[src/rtl/multiply_arbiter.sv]
// rtl/multiply_arbiter.sv - round-robin arbiter sharing one pipelined multiply among N requesters
// Issues one operand pair per cycle and routes each returning product back to its requester.
module multiply_arbiter #(
  parameter int N        = 4,
  parameter int WDTH     = 16,
  parameter int MULT_LAT = 2
) (
  input  logic                clk,
  input  logic                rst_n,
  input  logic [N-1:0]        in_valid,
  output logic [N-1:0]        in_ready,
  input  logic [N*WDTH-1:0]   in_x,
  input  logic [N*WDTH-1:0]   in_y,
  output logic [N-1:0]        out_valid,
  output logic [WDTH-1:0]     out_z,
  output logic                busy,
  output logic [WDTH-1:0]     mult_x,
  output logic [WDTH-1:0]     mult_y,
  input  logic [WDTH-1:0]     mult_z
);

  localparam int IDXW = (N > 1) ? $clog2(N) : 1;
  // Stage 0 lines up with mult_x/mult_y, the last stage with mult_z.
  localparam int STG  = MULT_LAT + 1;

  logic [IDXW-1:0] ptr;
  logic [IDXW-1:0] ptr_next;
  logic [IDXW-1:0] grant_idx;
  logic [IDXW-1:0] cand;
  logic            grant_any;
  logic [N-1:0]    grant;
  logic [STG-1:0]  tag_valid;
  logic [IDXW-1:0] tag_idx [STG];
  logic [N-1:0]    last_onehot;
  int              j;

  // Scan from the highest offset down so the lowest offset from ptr wins.
  always_comb begin
    grant_idx = '0;
    grant_any = 1'b0;
    grant     = '0;
    cand      = '0;
    j         = 0;
    for (int k = N - 1; k >= 0; k--) begin
      j = int'(ptr) + k;
      if (j >= N) begin
        j = j - N;
      end
      cand = IDXW'(j);
      if (in_valid[cand]) begin
        grant_idx = cand;
        grant_any = 1'b1;
      end
    end
    if (grant_any && rst_n) begin
      grant[grant_idx] = 1'b1;
    end
  end

  assign in_ready = grant;
  assign ptr_next = (grant_idx == IDXW'(N - 1)) ? '0 : grant_idx + 1'b1;

  always_comb begin
    last_onehot = '0;
    last_onehot[tag_idx[STG-1]] = 1'b1;
  end

  always_ff @(posedge clk or negedge rst_n) begin
    if (!rst_n) begin
      ptr       <= '0;
      mult_x    <= '0;
      mult_y    <= '0;
      tag_valid <= '0;
      for (int s = 0; s < STG; s++) begin
        tag_idx[s] <= '0;
      end
      out_valid <= '0;
      out_z     <= '0;
    end else begin
      if (grant_any) begin
        ptr    <= ptr_next;
        mult_x <= in_x[grant_idx*WDTH +: WDTH];
        mult_y <= in_y[grant_idx*WDTH +: WDTH];
      end
      tag_valid[0] <= grant_any;
      tag_idx[0]   <= grant_idx;
      for (int s = 1; s < STG; s++) begin
        tag_valid[s] <= tag_valid[s-1];
        tag_idx[s]   <= tag_idx[s-1];
      end
      if (tag_valid[STG-1]) begin
        out_valid <= last_onehot;
        out_z     <= mult_z;
      end else begin
        out_valid <= '0;
      end
    end
  end

  assign busy = |tag_valid;

endmodule
[config.mk]
export PLATFORM = sky130hd
export DESIGN_NAME = multiply_arbiter
export DESIGN_NICKNAME = d
export VERILOG_FILES = /design/src/rtl/multiply_arbiter.sv
export SDC_FILE = /design/constraint.sdc
export NUM_CORES = 1
export LEC_CHECK = 0
export CAP_MARGIN = 20
export CORE_MARGIN = 8
export CORE_UTILIZATION = 30
export CTS_CLUSTER_SIZE = 24
export DETAILED_ROUTE_END_ITERATION = 8
export MAX_ROUTING_LAYER = met4
export PLACE_DENSITY = 0.69
export SETUP_SLACK_MARGIN = 0.1
export SKIP_LAST_GASP = 1
export SLEW_MARGIN = 20
export SYNTH_ARGS = -nofsm -noshare
export SYNTH_HDL_FRONTEND = slang
export SYNTH_SLANG_ARGS = --single-unit
[constraint.sdc]
create_clock -name clk -period 5.8 [get_ports clk]
set_input_delay 1.74 -clock clk [delete_from_list [all_inputs] [get_ports clk]]
set_output_delay 1.74 -clock clk [all_outputs]
set_load 0.05 [all_outputs]
---- Word-level counts from Yosys, hierarchy flattened ----
Cells that the tools add are included.
word-level totals
  bits of input ports ..................... 150
  logic and storage cells ................. 63
  register bits ........................... 63
  output and inout bits ................... 57
operators by class
  add/subtract/negate cells ............... 8
  shifts and indexed selects .............. 2
  reduce and logical (&&, ||, !) cells .... 4
  eq/ne operators ......................... 1
  muxes and demuxes ....................... 27
  magnitude comparators ................... 12
operators with widths
  kind                                                                                 count
  64-bit by 7-bit variable part select with 16-bit output                              2
  2-bit by 3-bit < comparator with 1-bit output, second input constant                 6
  2-bit 2-to-1 mux                                                                     9
  1-bit 2-to-1 mux                                                                     10
  3-bit greater-or-equal comparator, second input constant                             3
  1-bit binary-select mux with 2-bit select                                            4
  4-bit 2-to-1 mux                                                                     2
  2-bit by 1-bit subtractor with 2-bit output, second input constant                   4
  2-bit by 2-bit adder with 3-bit output, second input constant                        2
  1-bit demux with 2-bit select                                                        2
  2-bit by 1-bit greater-or-equal comparator with 1-bit output, second input constant  2
  2-bit by 1-bit adder with 3-bit output, second input constant                        1
  2-bit by 3-bit greater-or-equal comparator with 1-bit output, second input constant  1
  1-bit logical AND                                                                    3
  3-bit OR reduction                                                                   1
  2-bit by 1-bit adder with 2-bit output, second input constant                        1
  2-bit == test, second input constant                                                 1

---- Longest topological paths before layout ----
Gate-level depths: netlist of run 1.
  word-level depth ........................ 14
  mapped depth ............................ 8
  gate-level depth less buffers ........... 6

---- Worst setup path after synthesis of run 1 ----
OpenSTA, ideal clock, no wires.
  path type ............................... input -> output
  start ................................... in in_valid[2]
  end ..................................... out in_ready[1]
  slack ................................... 0.372 ns
  buffers on the path ..................... 2
  data required time ...................... 4.060 ns
  stages on the path ...................... 6
  arrival time ............................ 3.688 ns
  cells stage by stage .................... nor2b_1 > a22oi_2 > nand2_2 > buf_4 > buf_2 > nor3_1
between the ends
  longest elaborated chain between the ends .. 11
  elaborated cells between the ends (all ways) .. 23
  classes of those cells .................. order compare: 2; mux: 19; reduce/logical: 2
ends and longest elaborated chain
  element                                                                                                                                                     line  RTL
  start: declaration                                                                                                                                          10    input logic [N-1:0] in_valid,
  1-bit binary-select mux with 2-bit select                                                                                                                   50    if (in_valid[cand]) begin
  1-bit 2-to-1 mux (not written as such)                                                                                                                      50
  2-bit 2-to-1 mux (4 in series)                                                                                                                              50
  2-bit by 3-bit < comparator with 1-bit output (not written as such) / 2-bit by 1-bit greater-or-equal comparator with 1-bit output (equally long branches)  56    grant[grant_idx] = 1'b1;
  1-bit logical AND (not written as such)                                                                                                                     56
  1-bit 2-to-1 mux (not written as such)                                                                                                                      56
  1-bit demux with 2-bit select                                                                                                                               56
  4-bit 2-to-1 mux *                                                                                                                                          55    if (grant_any && rst_n) begin
  end: declaration                                                                                                                                            11    output logic [N-1:0] in_ready,
Every way passes the cells marked *; elsewhere a longest branch is shown, timed or not. The select of a mux whose other input is x is not followed.

---- Worst setup path in the final report of run 1 ----
  start ................................... in in_valid[3]
  end ..................................... out in_ready[1]
Same word-level chain as after synthesis.

==> metrics.yaml, run 1 <==
die_w_um: 119.7
ys_ff_latch: 63
drtIter0Drc: 158
reg2reg_to: "mult_y[11]"
worstHoldPathCells: 0
worstHoldStart: "tag_idx[2]"
htreeDepth: 3
setup_tns_ns: 0
cp_data_arrival_time_ns: 3.49
synth_cells: 335
final_max_slew_viol_count: 0
fp-row-count: 38
synth_cell_types: 30
drc: 0
rsz0062_at_grt: "no"
clkSinkCount: 63
fin_crit_ns: 5.231
cts_setup_buffers: 0
layout_worst_path_cycle_share_pct: 90.19
ioPinCount: 207
wl_um: 12590
worstHoldEndpoint: "tag_idx[0]"
cts_hold_buf: 0
fp.dieArea_um2: 14330
stdcell_count: 677
die-height_um: 119.7
cp.required_ns: 4.06
synth_top_cell_area_share_pct: 48.88
yosys_warnings: 0
critPathBufInv: 2
reg2reg_from: "ptr[1]"
drive_above_1_share_pct: 9.683
clk_latency_ns: 0.33
cts_made_buffers: 9
synthToLayoutAreaGrowth_pct: 74.71
end_kind: "primary output"
grt-ovfl-total: 0
finalWorstSetupSlack_ns: 0.5689
initial_core_util_pct: 30.29
clkSlewWorstSetupHoldPaths_ns: 0.07
synth_area_leader_cell: "dfrtp_1"
crit_chain: "clkdlybuf4s50_1, nand2b_1, a21oi_1, o21ai_1, o21a_1, nor3_1, buf_12"
cap_violations: 0
max_slew.worst_pin.slew_ns: 0.8043
cpPeakStageDelay_ns: 0.52
synth.most_common_cell: "nand2_1"
nets: 684
dp_hpwl_um: 9456
ff2ff_path_depth: 6
relSlewSlack_pct: 46.38
dominantRegCellSynth: "dfrtp_1"
port_buffers: 206
ys_seq_area_share_pct: 48.88
cp.depth: 7
synth_fp_nets: 487
dp_cells: 661
ir_worst_vdd_mv: 0.2531
antenna_found_initial: 0
coreArea_um2: 10650
wl_per_cell_um: 18.60
critPathLaunchType: "input pin"
clock_path_buffers: 2
fin_skew_ns: 0.009363
whs_ns: 0.3510
avgSynthCellArea_um2: 9.629
grt_pass1_vias: 3702
viasPerCell: 5.000
dr.pass1.iters: 4
antenna_left: 0
min_path_type: "flip-flop to flip-flop"
cts-root-buf: "clkbuf_8"
track_usage_pct: 17.76
p_per_area_nw_per_um2: 443.5
status: "completed"
leakage_nw: 2.332
async_flop_share_pct: 100.0
slowest_stage: "clkdlybuf4s50_1"
netlist_area_um2: 3226
cts_tree: "yes"
synthTopCellsByCount: "nand2_1 (66), dfrtp_1 (63), and3_1 (35), nor2_1 (35)"
ctsResizeCount: 0
grt_max_degree: 63
critPathTopFamily: "buffers and inverters"
diodes: 0
synth_edf_count: 0
post-route-util_pct: 52.91
gp_congestion: 0.8185
crit_fanout: 9
grt_pass1_wl_um: 19710
rrSetupSlack_ns: 3.51
synth.area.top_cells: "dfrtp_1 (49%), a311oi_1 (8.7%), nand2_1 (7.7%)"
setup_viol: 0
via_count: 3385
pre_cts_ws_ns: 0.5859
hold_viol_final: 0
path_class: "input pin to primary output"
max_freq_mhz: 191.2
final cells by class:
class / count / area [um^2]
tap: 140 / 175.2
fill: 1019 / 5015
inverter: 2 / 8.758
clock buffer: 10 / 137.6
timing repair buffer: 215 / 2140
sequential: 63 / 1577
clock inverter: 6 / 92.59
multi-input combinational: 241 / 1505
layout by cell type, fill, tap and decap left out, types with 2 or more instances in the layout:
master / instances
nand2b_1: 2
dfrtp_1: 63
nor3b_1: 2
buf_12: 2
nand2_1: 66
clkdlybuf4s50_1: 201
clkinvlp_4: 2
and3b_1: 2
and3_1: 35
bufinv_16: 2
a211oi_1: 32
nor3_1: 2
clkbuf_8: 10
a311oi_1: 32
buf_4: 11
o21a_1: 2
mux2_2: 17
ha_1: 2
nor2_1: 35
nor2b_1: 2
sequential cells by signal, indices dropped and copies added (netlist names):
signal     cells
out_valid      4
out_z         16
tag_idx        6
mult_y        16
mult_x        16
ptr            2
tag_valid      3
metrics by stage:
step                area (um^2)  power (W)
CTS                        5635   0.002533
finish                     5635   0.002499
floorplan                  3226   0.001547
global route               5635   0.002636
global placement           5405   0.002058
detailed placement         5405   0.002082
report_power, final:
part	switching (W)	internal (W)
combinational	0.000889	0.000496
sequential	0.0000840	0.000591
clock	0.000183	0.000256
total	0.00116	0.00134
per-layer routing:
metal	vias up	global-route usage, %	wire length [um]
met5	-	-	0
met2	139	30.18	6215
met4	0	5.464	167
met1	1621	19.94	5369
met3	12	4.885	838
li1	1613	-	-
how the worst max path moves through the flow:
stage	start	end	slack (ns)
floorplan	in_valid[2]	in_ready[1]	0.37
global placement	in_valid[3]	in_ready[1]	0.62
detailed placement	in_valid[3]	in_ready[1]	0.59
CTS	in_valid[3]	in_ready[1]	0.57
global route	in_valid[3]	in_ready[1]	0.45
finish	in_valid[3]	in_ready[1]	0.57
cell families after synthesis:
kind of cell	Yosys count	share of synthesized area, %
simple gates	149	21.26
compound gates	72	18.08
flops	63	48.88
buf+inv	31	4.771
mux	18	6.245
fa+ha+maj	2	0.7757
No activity file was read; power rests on OpenSTA's default activity.
==> run 2, diff against run 1 <==
--- a/config.mk
+++ b/config.mk
@@ -10,7 +10,6 @@
 export CORE_UTILIZATION = 30
 export CTS_CLUSTER_SIZE = 24
 export DETAILED_ROUTE_END_ITERATION = 8
-export MAX_ROUTING_LAYER = met4
 export PLACE_DENSITY = 0.69
 export SETUP_SLACK_MARGIN = 0.1
 export SKIP_LAST_GASP = 1
==> run 2 against run 1 <==
  * Final cell count is the same
  * Sequential share of layout area did not move
  * Worst hold slack got worse by 0.00089 ns
  * Wire length is 0.21% higher
  * Die area did not move
  * Design area unchanged
  * Global-route usage fell by 0.49 points
  * Register-to-register slack about the same
  * Combinational power barely moved
  * Critical path type unchanged
  * Largest cell class unchanged
==> metrics.yaml, run 2 (same netlist as run 1, synthesis figures left out) <==
dp_cells: 661
antenna_left: 0
initial_core_util_pct: 30.29
reg2reg_from: "ptr[1]"
fp.dieArea_um2: 14330
cts-root-buf: "clkbuf_8"
drc: 0
max_freq_mhz: 190.0
setup_tns_ns: 0
p_per_area_nw_per_um2: 443.6
track_usage_pct: 17.27
status: "completed"
cap_violations: 0
path_class: "input pin to primary output"
die_w_um: 119.7
antenna_found_initial: 0
switchingPower_w: 0.001157
cpPeakStageDelay_ns: 0.54
p_seq_share_pct: 27.0
fin_skew_ns: 0.009432
via_count: 3386
synthToLayoutAreaGrowth_pct: 74.71
setup_viol: 0
pwr-share-clk_pct: 17.6
critPathLaunch: "in_valid[3]"
ioPinCount: 207
final_common_cell: "clkdlybuf4s50_1"
layout_worst_path_cycle_share_pct: 90.73
worstHoldStart: "tag_idx[2]"
clock_path_buffers: 2
dp_hpwl_um: 9456
dr.pass1.iters: 4
die-height_um: 119.7
clkSinkCount: 63
grt-ovfl-total: 0
gp_congestion: 0.8067
crit_fanout: 9
cts_hold_buf: 0
coreArea_um2: 10650
seq_area_um2: 1577
end_kind: "primary output"
leakage_nw: 2.332
fin_crit_ns: 5.262
drive_above_1_share_pct: 9.683
grt_pass1_wl_um: 19760
drtIter0Drc: 162
hold_viol_final: 0
critPathBufInv: 2
fp-row-count: 38
diodes: 0
critPathTopFamily: "buffers and inverters"
grt_pass1_vias: 3691
final_max_slew_viol_count: 0
rsz0062_at_grt: "no"
cts_setup_buffers: 0
reg.largest.list: "mult_x (16), mult_y (16), out_z (16)"
fillers: 1019
wl_um: 12620
cts_tree: "yes"
ctsResizeCount: 0
htreeDepth: 3
stdcell_count: 677
crit_chain: "clkdlybuf4s50_1, nand2b_1, a21oi_1, o21ai_1, o21a_1, nor3_1, buf_12"
ir_worst_vdd_mv: 0.2535
swShare_pct: 46.29
multi_input_area_um2: 1505
max_slew.worst_pin.slew_ns: 0.7938
clkSlewWorstSetupHoldPaths_ns: 0.07
pwr-share-comb_pct: 55.4
cp.required_ns: 4.06
grt_max_degree: 63
layout_common_cells: "clkdlybuf4s50_1 (201), nand2_1 (66), dfrtp_1 (63), and3_1 (35), nor2_1 (35)"
p_int_w: 0.001343
nets: 684
relSlewSlack_pct: 47.08
min_path_type: "flip-flop to flip-flop"
cp_data_arrival_time_ns: 3.52
viasPerCell: 5.001
critPathLaunchType: "input pin"
cts_made_buffers: 9
slowest_stage: "clkdlybuf4s50_1"
port_buffers: 206
clk_latency_ns: 0.33
wl_per_cell_um: 18.64
## run 2: cell counts in the layout (fill, tap and decap cells not counted)
No cell type changed its count.
## run 2: cell type report
cell class              count  area share (%)
well taps                 140           3.108
repair buffers            215           37.97
clock buffers              10           2.442
flip-flops and latches     63           27.98
inverters                   2          0.1554
clock inverters             6           1.643
multi-input cells         241           26.71
## run 2: final timing paths
| kind | to | slack, ns | depth (start not counted) |
|---|---|---|---|
| max reg2reg | mult_y[11] | 3.51 | 6 |
| min | tag_idx[0] | 0.35 | 0 |
| min reg2reg | tag_idx[0] | 0.35 | 0 |
| min in group asynchronous | ptr[1] | 1.20 | 1 |
| max in group asynchronous | mult_x[1] | 3.61 | 2 |
| max | in_ready[1] | 0.54 | 7 |
## run 2: metal layers
layer | up-vias | track usage (%) | wire (um)
met5 | - | 0 | 0
met4 | 0 | 5.464 | 152
met3 | 11 | 5.918 | 991
met2 | 136 | 30.11 | 6232
met1 | 1629 | 19.43 | 5241
li1 | 1610 | - | -
## run 2: per-stage QoR
stage / utilization, % / hold slack (ns) / setup WS (ns) / instance area [um^2] / power [W]
global placement: 50.75 / 0.3326 / 0.6230 / 5405 / 0.002058
floorplan: - / 0.3312 / 0.3718 / 3226 / 0.001547
CTS: 52.91 / 0.3518 / 0.5689 / 5635 / 0.002533
finish: 52.91 / 0.3501 / 0.5376 / 5635 / 0.002500
detailed placement: 50.75 / 0.3347 / 0.5859 / 5405 / 0.002082
global route: 52.91 / 0.3649 / 0.4534 / 5635 / 0.002637
## run 2: power groups by stage
stage	registers, W	clock network (W)	logic [W]
6_report	0.000675	0.000440	0.00139
5_1_grt	0.000699	0.000476	0.00146
4_1_cts	0.000677	0.000456	0.00140
3_5_place_dp	0.000687	0	0.00140
3_3_place_gp	0.000677	0	0.00138
2_1_floorplan	0.00114	0	0.000407
